[src/rtl/seg7_ila_pkg.sv]
// seg7_ila_pkg -- shared definitions for the 7-segment ILA probe.
//   cap_word_t : layout of the 32-bit ILA capture word (data port)
//   TRG_*      : bit positions of the fields in the trig0 vector
//   an_legal() : anode scan pattern check (one digit driven, or blank)
package seg7_ila_pkg;

  localparam int unsigned TS_W            = 16;
  localparam int unsigned FAULT_LIMIT_DEF = 1024;

  // Capture word, MSB first: {ts, btn_s, an, cat}
  typedef struct packed {
    logic [TS_W-1:0] ts;
    logic [3:0]      btn;
    logic [3:0]      an;
    logic [7:0]      cat;
  } cap_word_t;

  // trig0 field map
  localparam int TRG_CHG      = 0;   // capture word differs from previous
  localparam int TRG_BTN_ANY  = 1;   // any button rising edge
  localparam int TRG_FAULT    = 2;   // anode scan fault (level)
  localparam int TRG_WRAP     = 3;   // timestamp wrapped FFFF->0000
  localparam int TRG_RISE_LSB = 4;   // [7:4] per-button rising edge
  localparam int TRG_CCNT_LSB = 8;   // [15:8] change event count
  localparam int TRG_PER_LSB  = 16;  // [31:16] digit-0 scan period

  // Active-low anodes: legal when exactly one digit is selected or all off.
  function automatic logic an_legal(input logic [3:0] an);
    case (an)
      4'hF, 4'hE, 4'hD, 4'hB, 4'h7: return 1'b1;
      default:                      return 1'b0;
    endcase
  endfunction

endpackage

[src/rtl/sync_edge.sv]
// sync_edge -- 2-flop synchronizer with rising-edge detect for one bit.
//   clk  : clock          rst  : synchronous active-high reset
//   d    : async input    q    : synchronized level
//   rise : q rose this cycle (q & ~q_prev), combinational off registers
module sync_edge (
  input  logic clk,
  input  logic rst,
  input  logic d,
  output logic q,
  output logic rise
);

  logic meta, prev;

  always_ff @(posedge clk) begin
    if (rst) begin
      meta <= 1'b0;
      q    <= 1'b0;
      prev <= 1'b0;
    end else begin
      meta <= d;
      q    <= meta;
      prev <= q;
    end
  end

  assign rise = q & ~prev;

endmodule

[src/rtl/seg7_ila_probe.sv]
// seg7_ila_probe -- formats 7-segment display and button activity into an
// ILA capture word plus a trigger vector.
//   clk, rst : clock, synchronous active-high reset
//   seg_an   : anode selects (active low), seg_cat : cathodes {dp,g..a}
//   btn      : raw push-buttons (asynchronous)
//   data     : {ts, btn_s, an, cat}, registered
//   trig0    : {period, chg_cnt, rise[3:0], wrap, fault, btn_any, chg}, registered
// Pipeline: seg -> s1 register -> data/trig0. Buttons go through a 2-flop
// synchronizer first, so they reach data one cycle after seg would.
module seg7_ila_probe
  import seg7_ila_pkg::*;
#(
  parameter int unsigned FAULT_LIMIT = FAULT_LIMIT_DEF
) (
  input  logic        clk,
  input  logic        rst,
  input  logic [3:0]  seg_an,
  input  logic [7:0]  seg_cat,
  input  logic [3:0]  btn,
  output logic [31:0] data,
  output logic [31:0] trig0
);

  localparam logic [15:0] FAULT_LIM = 16'(FAULT_LIMIT);

  logic [3:0]      an_s1, an_prev;
  logic [7:0]      cat_s1, cat_prev;
  logic [TS_W-1:0] ts;
  logic [15:0]     fault_cnt, fault_nxt, per_cnt;
  logic            armed;
  logic [3:0]      btn_s, rise;
  logic            chg, d0_evt, wrap;
  cap_word_t       cap_q;

  for (genvar i = 0; i < 4; i++) begin : g_btn
    sync_edge u_sync (
      .clk  (clk),
      .rst  (rst),
      .d    (btn[i]),
      .q    (btn_s[i]),
      .rise (rise[i])
    );
  end

  always_comb begin
    chg       = {an_s1, cat_s1} != {an_prev, cat_prev};
    d0_evt    = an_prev[0] & ~an_s1[0];
    // Saturating run length of illegal scan patterns; any legal cycle clears it.
    fault_nxt = '0;
    if (!an_legal(an_s1))
      fault_nxt = (fault_cnt == 16'hFFFF) ? fault_cnt : fault_cnt + 16'd1;
    // Compare against the word currently on data so the first word after
    // reset (previous word forced to 0) can never flag a wrap.
    wrap      = (ts == '0) && (cap_q.ts == '1);
  end

  always_ff @(posedge clk) begin
    if (rst) begin
      an_s1     <= '0;
      cat_s1    <= '0;
      an_prev   <= '0;
      cat_prev  <= '0;
      ts        <= '0;
      fault_cnt <= '0;
      per_cnt   <= '0;
      armed     <= 1'b0;
      cap_q     <= '0;
      trig0     <= '0;
    end else begin
      an_s1     <= seg_an;
      cat_s1    <= seg_cat;
      an_prev   <= an_s1;
      cat_prev  <= cat_s1;
      ts        <= ts + 1'b1;
      fault_cnt <= fault_nxt;

      cap_q <= '{ts: ts, btn: btn_s, an: an_s1, cat: cat_s1};

      trig0[TRG_CHG]               <= chg;
      trig0[TRG_BTN_ANY]           <= |rise;
      trig0[TRG_FAULT]             <= fault_nxt >= FAULT_LIM;
      trig0[TRG_WRAP]              <= wrap;
      trig0[TRG_RISE_LSB +: 4]     <= rise;
      trig0[TRG_CCNT_LSB +: 8]     <= trig0[TRG_CCNT_LSB +: 8] + 8'(chg);

      // Period measured between successive digit-0 selects; the first one
      // after reset only starts the count.
      if (d0_evt) begin
        per_cnt <= 16'd1;
        armed   <= 1'b1;
        if (armed) trig0[TRG_PER_LSB +: 16] <= per_cnt;
      end else if (per_cnt != 16'hFFFF) begin
        per_cnt <= per_cnt + 16'd1;
      end
    end
  end

  assign data = cap_q;

endmodule

[config.mk]
export PLATFORM = sky130hd
export DESIGN_NAME = seg7_ila_probe
export DESIGN_NICKNAME = d
export VERILOG_FILES = /design/src/rtl/seg7_ila_pkg.sv /design/src/rtl/sync_edge.sv /design/src/rtl/seg7_ila_probe.sv
export SDC_FILE = /design/constraint.sdc
export NUM_CORES = 1
export LEC_CHECK = 0
export CAP_MARGIN = 20
export CORE_MARGIN = 2
export CORE_UTILIZATION = 50
export CTS_CLUSTER_SIZE = 8
export DETAILED_ROUTE_END_ITERATION = 16
export PLACE_DENSITY_LB_ADDON = 0.2
export SYNTH_ARGS = -nofsm -noshare
export SYNTH_HDL_FRONTEND = slang
export SYNTH_SLANG_ARGS = --single-unit
export TNS_END_PERCENT = 30
[constraint.sdc]
create_clock -name clk -period 6 [get_ports clk]
set_clock_uncertainty 0.1 [all_clocks]
set_input_delay 1.5 -clock clk [delete_from_list [all_inputs] [get_ports clk]]
set_output_delay 1.5 -clock clk [all_outputs]
set_load 0.01 [all_outputs]
==> flow_metrics.tcl <==
set metrics [dict create \
    hold_path_depth 1 \
    path_cells "buf_2, a211o_1, o21bai_1, o22ai_1, or4_1" \
    fmax_ghz 0.3080 \
    syn_to_final_growth_pct 30.31 \
    io_pins 82 \
    drt_iter0_drc 101 \
    clk_path_buf_depth 2 \
    synthCells 519 \
    timing.critical_path.depth 5 \
    tns_ns 0 \
    p_switching_w 0.0004188 \
    cp_num_buf_inv 1 \
    core_area_um2 9684 \
    rows 36 \
    hold_end "g_btn[0].u_sync.q" \
    start_util_pct 51.07 \
    dp_slack_ns 2.247 \
    grt_pass1_vias 3565 \
    grt_overflow 0 \
    p_comb_share_pct 4.0 \
    max_stage_delay_ns 0.64 \
    cts_tree "yes" \
    die_h_um 103.5 \
    cts-buffers-inserted 17 \
    drv_slew 0 \
    slew_headroom_pct 42.96 \
    swShare_pct 20.15 \
    slowest_stage "buf_2" \
    regToRegEndpoint "trig0[2]" \
    yosysWarnings 0 \
    grt_pass1_wl_mm 16.35 \
    num_vias 3767 \
    postCtsSetupBuffers 0 \
    synth-async-reset-ratio_pct 0 \
    peakVddDrop_uv 343.5 \
    seqPwrFrac_pct 44.3 \
    holdBufCountCts 0 \
    finalHoldViolations 0 \
    drt_pass1_iterations 4 \
    synth.cell_area_um2 4946 \
    rr_worst_depth 5 \
    fin_crit_sh_pct 54.11 \
    grt_start_max_net_pins 52 \
    cts.repair.resized 0 \
    antenna_left 0 \
    final_nets 621 \
    worstPathMaxFanout 48 \
    ys_ff_latch 133 \
    hold_path_startpoint "g_btn[0].u_sync.meta" \
    path_class "in -> reg" \
    portBuffers 81 \
    r2r-start "fault_cnt[8]" \
    htreeDepth 4 \
    p_per_area_nw_per_um2 322.6 \
    ys_seq_area_share_pct 53.83 \
    crit_path_start "rst" \
    p_clk_share_pct 51.6 \
    hold_class "reg -> reg" \
    hpwl_mm 6.723 \
    avgSynthCellArea_um2 9.530 \
    antenna_found_initial 0 \
    cts.clk_slew.worst_paths_ns 0.05 \
    placed_cell_area_um2 5808 \
    drt-vias-per-instance 5.077 \
    die-area_um2 10700 \
    endpoint_kind "flip-flop" \
    p_int_w 0.001660 \
    cp.required_ns 6.28 \
    rsz0062_at_grt "no" \
    design_area_um2 6445 \
    n_antenna_cell 0 \
    gp_congestion 0.8953 \
    cts.sinks 133 \
    synth_nets 544 \
    drv_cap 0 \
    synth_top_area_cell "dfxtp_1" \
    p_leak_nw 2.262 \
    synth_top_area_share_pct 53.83 \
    die_w_um 103.5 \
    synth.area.top_cells "dfxtp_1 (54%), nor2b_1 (7.3%), xnor2_1 (5.5%)" \
    status "complete, no violations" \
    synth_edf_count 0 \
    ys.flop_type "dfxtp_1" \
    yosysUniqueCellTypes 44 \
    r2r_setup_slack_ns 3.57 \
    drc_errors 0 \
    cp_top_family "compound AO/OA/AOI/OAI gates" \
    clk_latency_ns 0.51 \
    wirelength_mm 9.881 \
    setup_viol 0 \
    fin_ws_ns 2.754 \
    worstMarginPinSlew_ns 0.8486 \
    cp.arrival_ns 3.53 \
    period_needed_ns 3.246 \
    post_drt_wl_per_cell_um 13.32 \
    crit_path_start_kind "input port" \
    final_layout_size_suffix_gt1_share_pct 6.404 \
    track_usage_pct 19.70 \
    root_buffer "clkbuf_8" \
]
[through the flow]
step	cells	hold slack (ns)	power, W	utilization [%]
after floorplan	519	0.2998	0.0009855	-
after global routing	742	0.3586	0.002154	66.55
after global placement	709	0.3317	0.001022	59.97
after detailed placement	709	0.3246	0.001024	59.97
final	742	0.3337	0.002079	66.55
after CTS	741	0.3380	0.002101	66.50
[power by group through the flow]
stage	sequential (W)	combinational, W	clock, W
floorplan	0.000940	0.0000451	0
global placement	0.000939	0.0000827	0
detailed placement	0.000940	0.0000840	0
CTS	0.000922	0.0000852	0.00109
global route	0.000924	0.0000938	0.00114
finish	0.000922	0.0000838	0.00107
[cells in the final DEF, fill, tap and decap left out, types with 2 or more instances in the layout]
master	instances
clkbuf_16	16
nor3_1	15
nor4_1	8
xnor2_1	31
a21oi_1	27
nor2b_1	58
and2_1	3
nand2_1	46
nor3b_1	2
nor2_1	50
dfxtp_1	133
and4_1	3
a211oi_1	2
mux2i_1	4
or3_1	6
a31oi_1	3
clkdlybuf4s50_1	80
nor4b_1	6
clkinvlp_4	4
nand3_1	16
xor2_1	14
o21bai_1	2
or4_1	4
clkbuf_8	4
bufinv_16	4
o21ai_0	6
inv_1	7
ha_1	7
nand4_1	22
and3_1	5
[cells in the mapped netlist, drive strengths merged, types with 4 or more instances]
cell type and number:
and2 4, inv 7, nand2 46, clkbuf 17, nor4b 6, mux2i 4, dfxtp 133, nand3 16
o21ai 6, a21oi 27, buf 8, nor2b 58, nor4 9, ha 7, and3 5, xor2 14
or4 5, nand4 23, xnor2 31, nor3 15, nor2 51, or3 6
[routing by layer]
| layer | vias up | GRT usage, % | part of all wire, % |
|---|---|---|---|
| met5 | - | 0 | 0 |
| met4 | 0 | 8.300 | 0.77 |
| met3 | 6 | 6.384 | 5.4 |
| met2 | 95 | 32.51 | 49 |
| met1 | 1751 | 23.68 | 45 |
| li1 | 1915 | - | - |
[cell families after synthesis]
kind of cell	count (synthesis)	share of synthesized area, %
simple gates	252	27.40
fa+ha+maj	8	1.973
flops	133	53.83
xor+xnor	45	7.969
mux	4	0.8095
buf+inv	32	2.909
compound gates	45	5.110
[worst register-to-register path, cell delays in order, from the launching register on]
cell     delay (ns)
dfxtp_1        0.40
nand4_1        0.40
or4_4          0.67
nor2_4         0.13
o22ai_1        0.08
or4_1          0.52
[registers in the layout (all words and copies together), names as in the netlist]
signal             flops
data                  32
fault_cnt             16
an_s1                  4
ts                    16
per_cnt               16
g_btn.u_sync.q         4
armed                  1
trig0                 32
cat_s1                 8
g_btn.u_sync.meta      4
[cell type report]
| class | count | area, um2 |
|---|---|---|
| clock inverters | 11 | 172.7 |
| flip-flops and latches | 133 | 2663 |
| repair buffers | 83 | 818.3 |
| well taps | 133 | 166.4 |
| multi-input cells | 354 | 2140 |
| fillers | 764 | 3239 |
| clock buffers | 21 | 459.2 |
| inverters | 7 | 26.28 |
[worst max-delay path by stage]
stage	endpoint	slack [ns]
2_1_floorplan	trig0[2]	3.35
3_3_place_gp	trig0[2]	2.27
3_5_place_dp	trig0[2]	2.25
4_1_cts	trig0[2]	2.77
5_1_grt	trig0[2]	2.60
6_report	trig0[2]	2.75
Note: power is estimated with default switching activity, not from simulation.
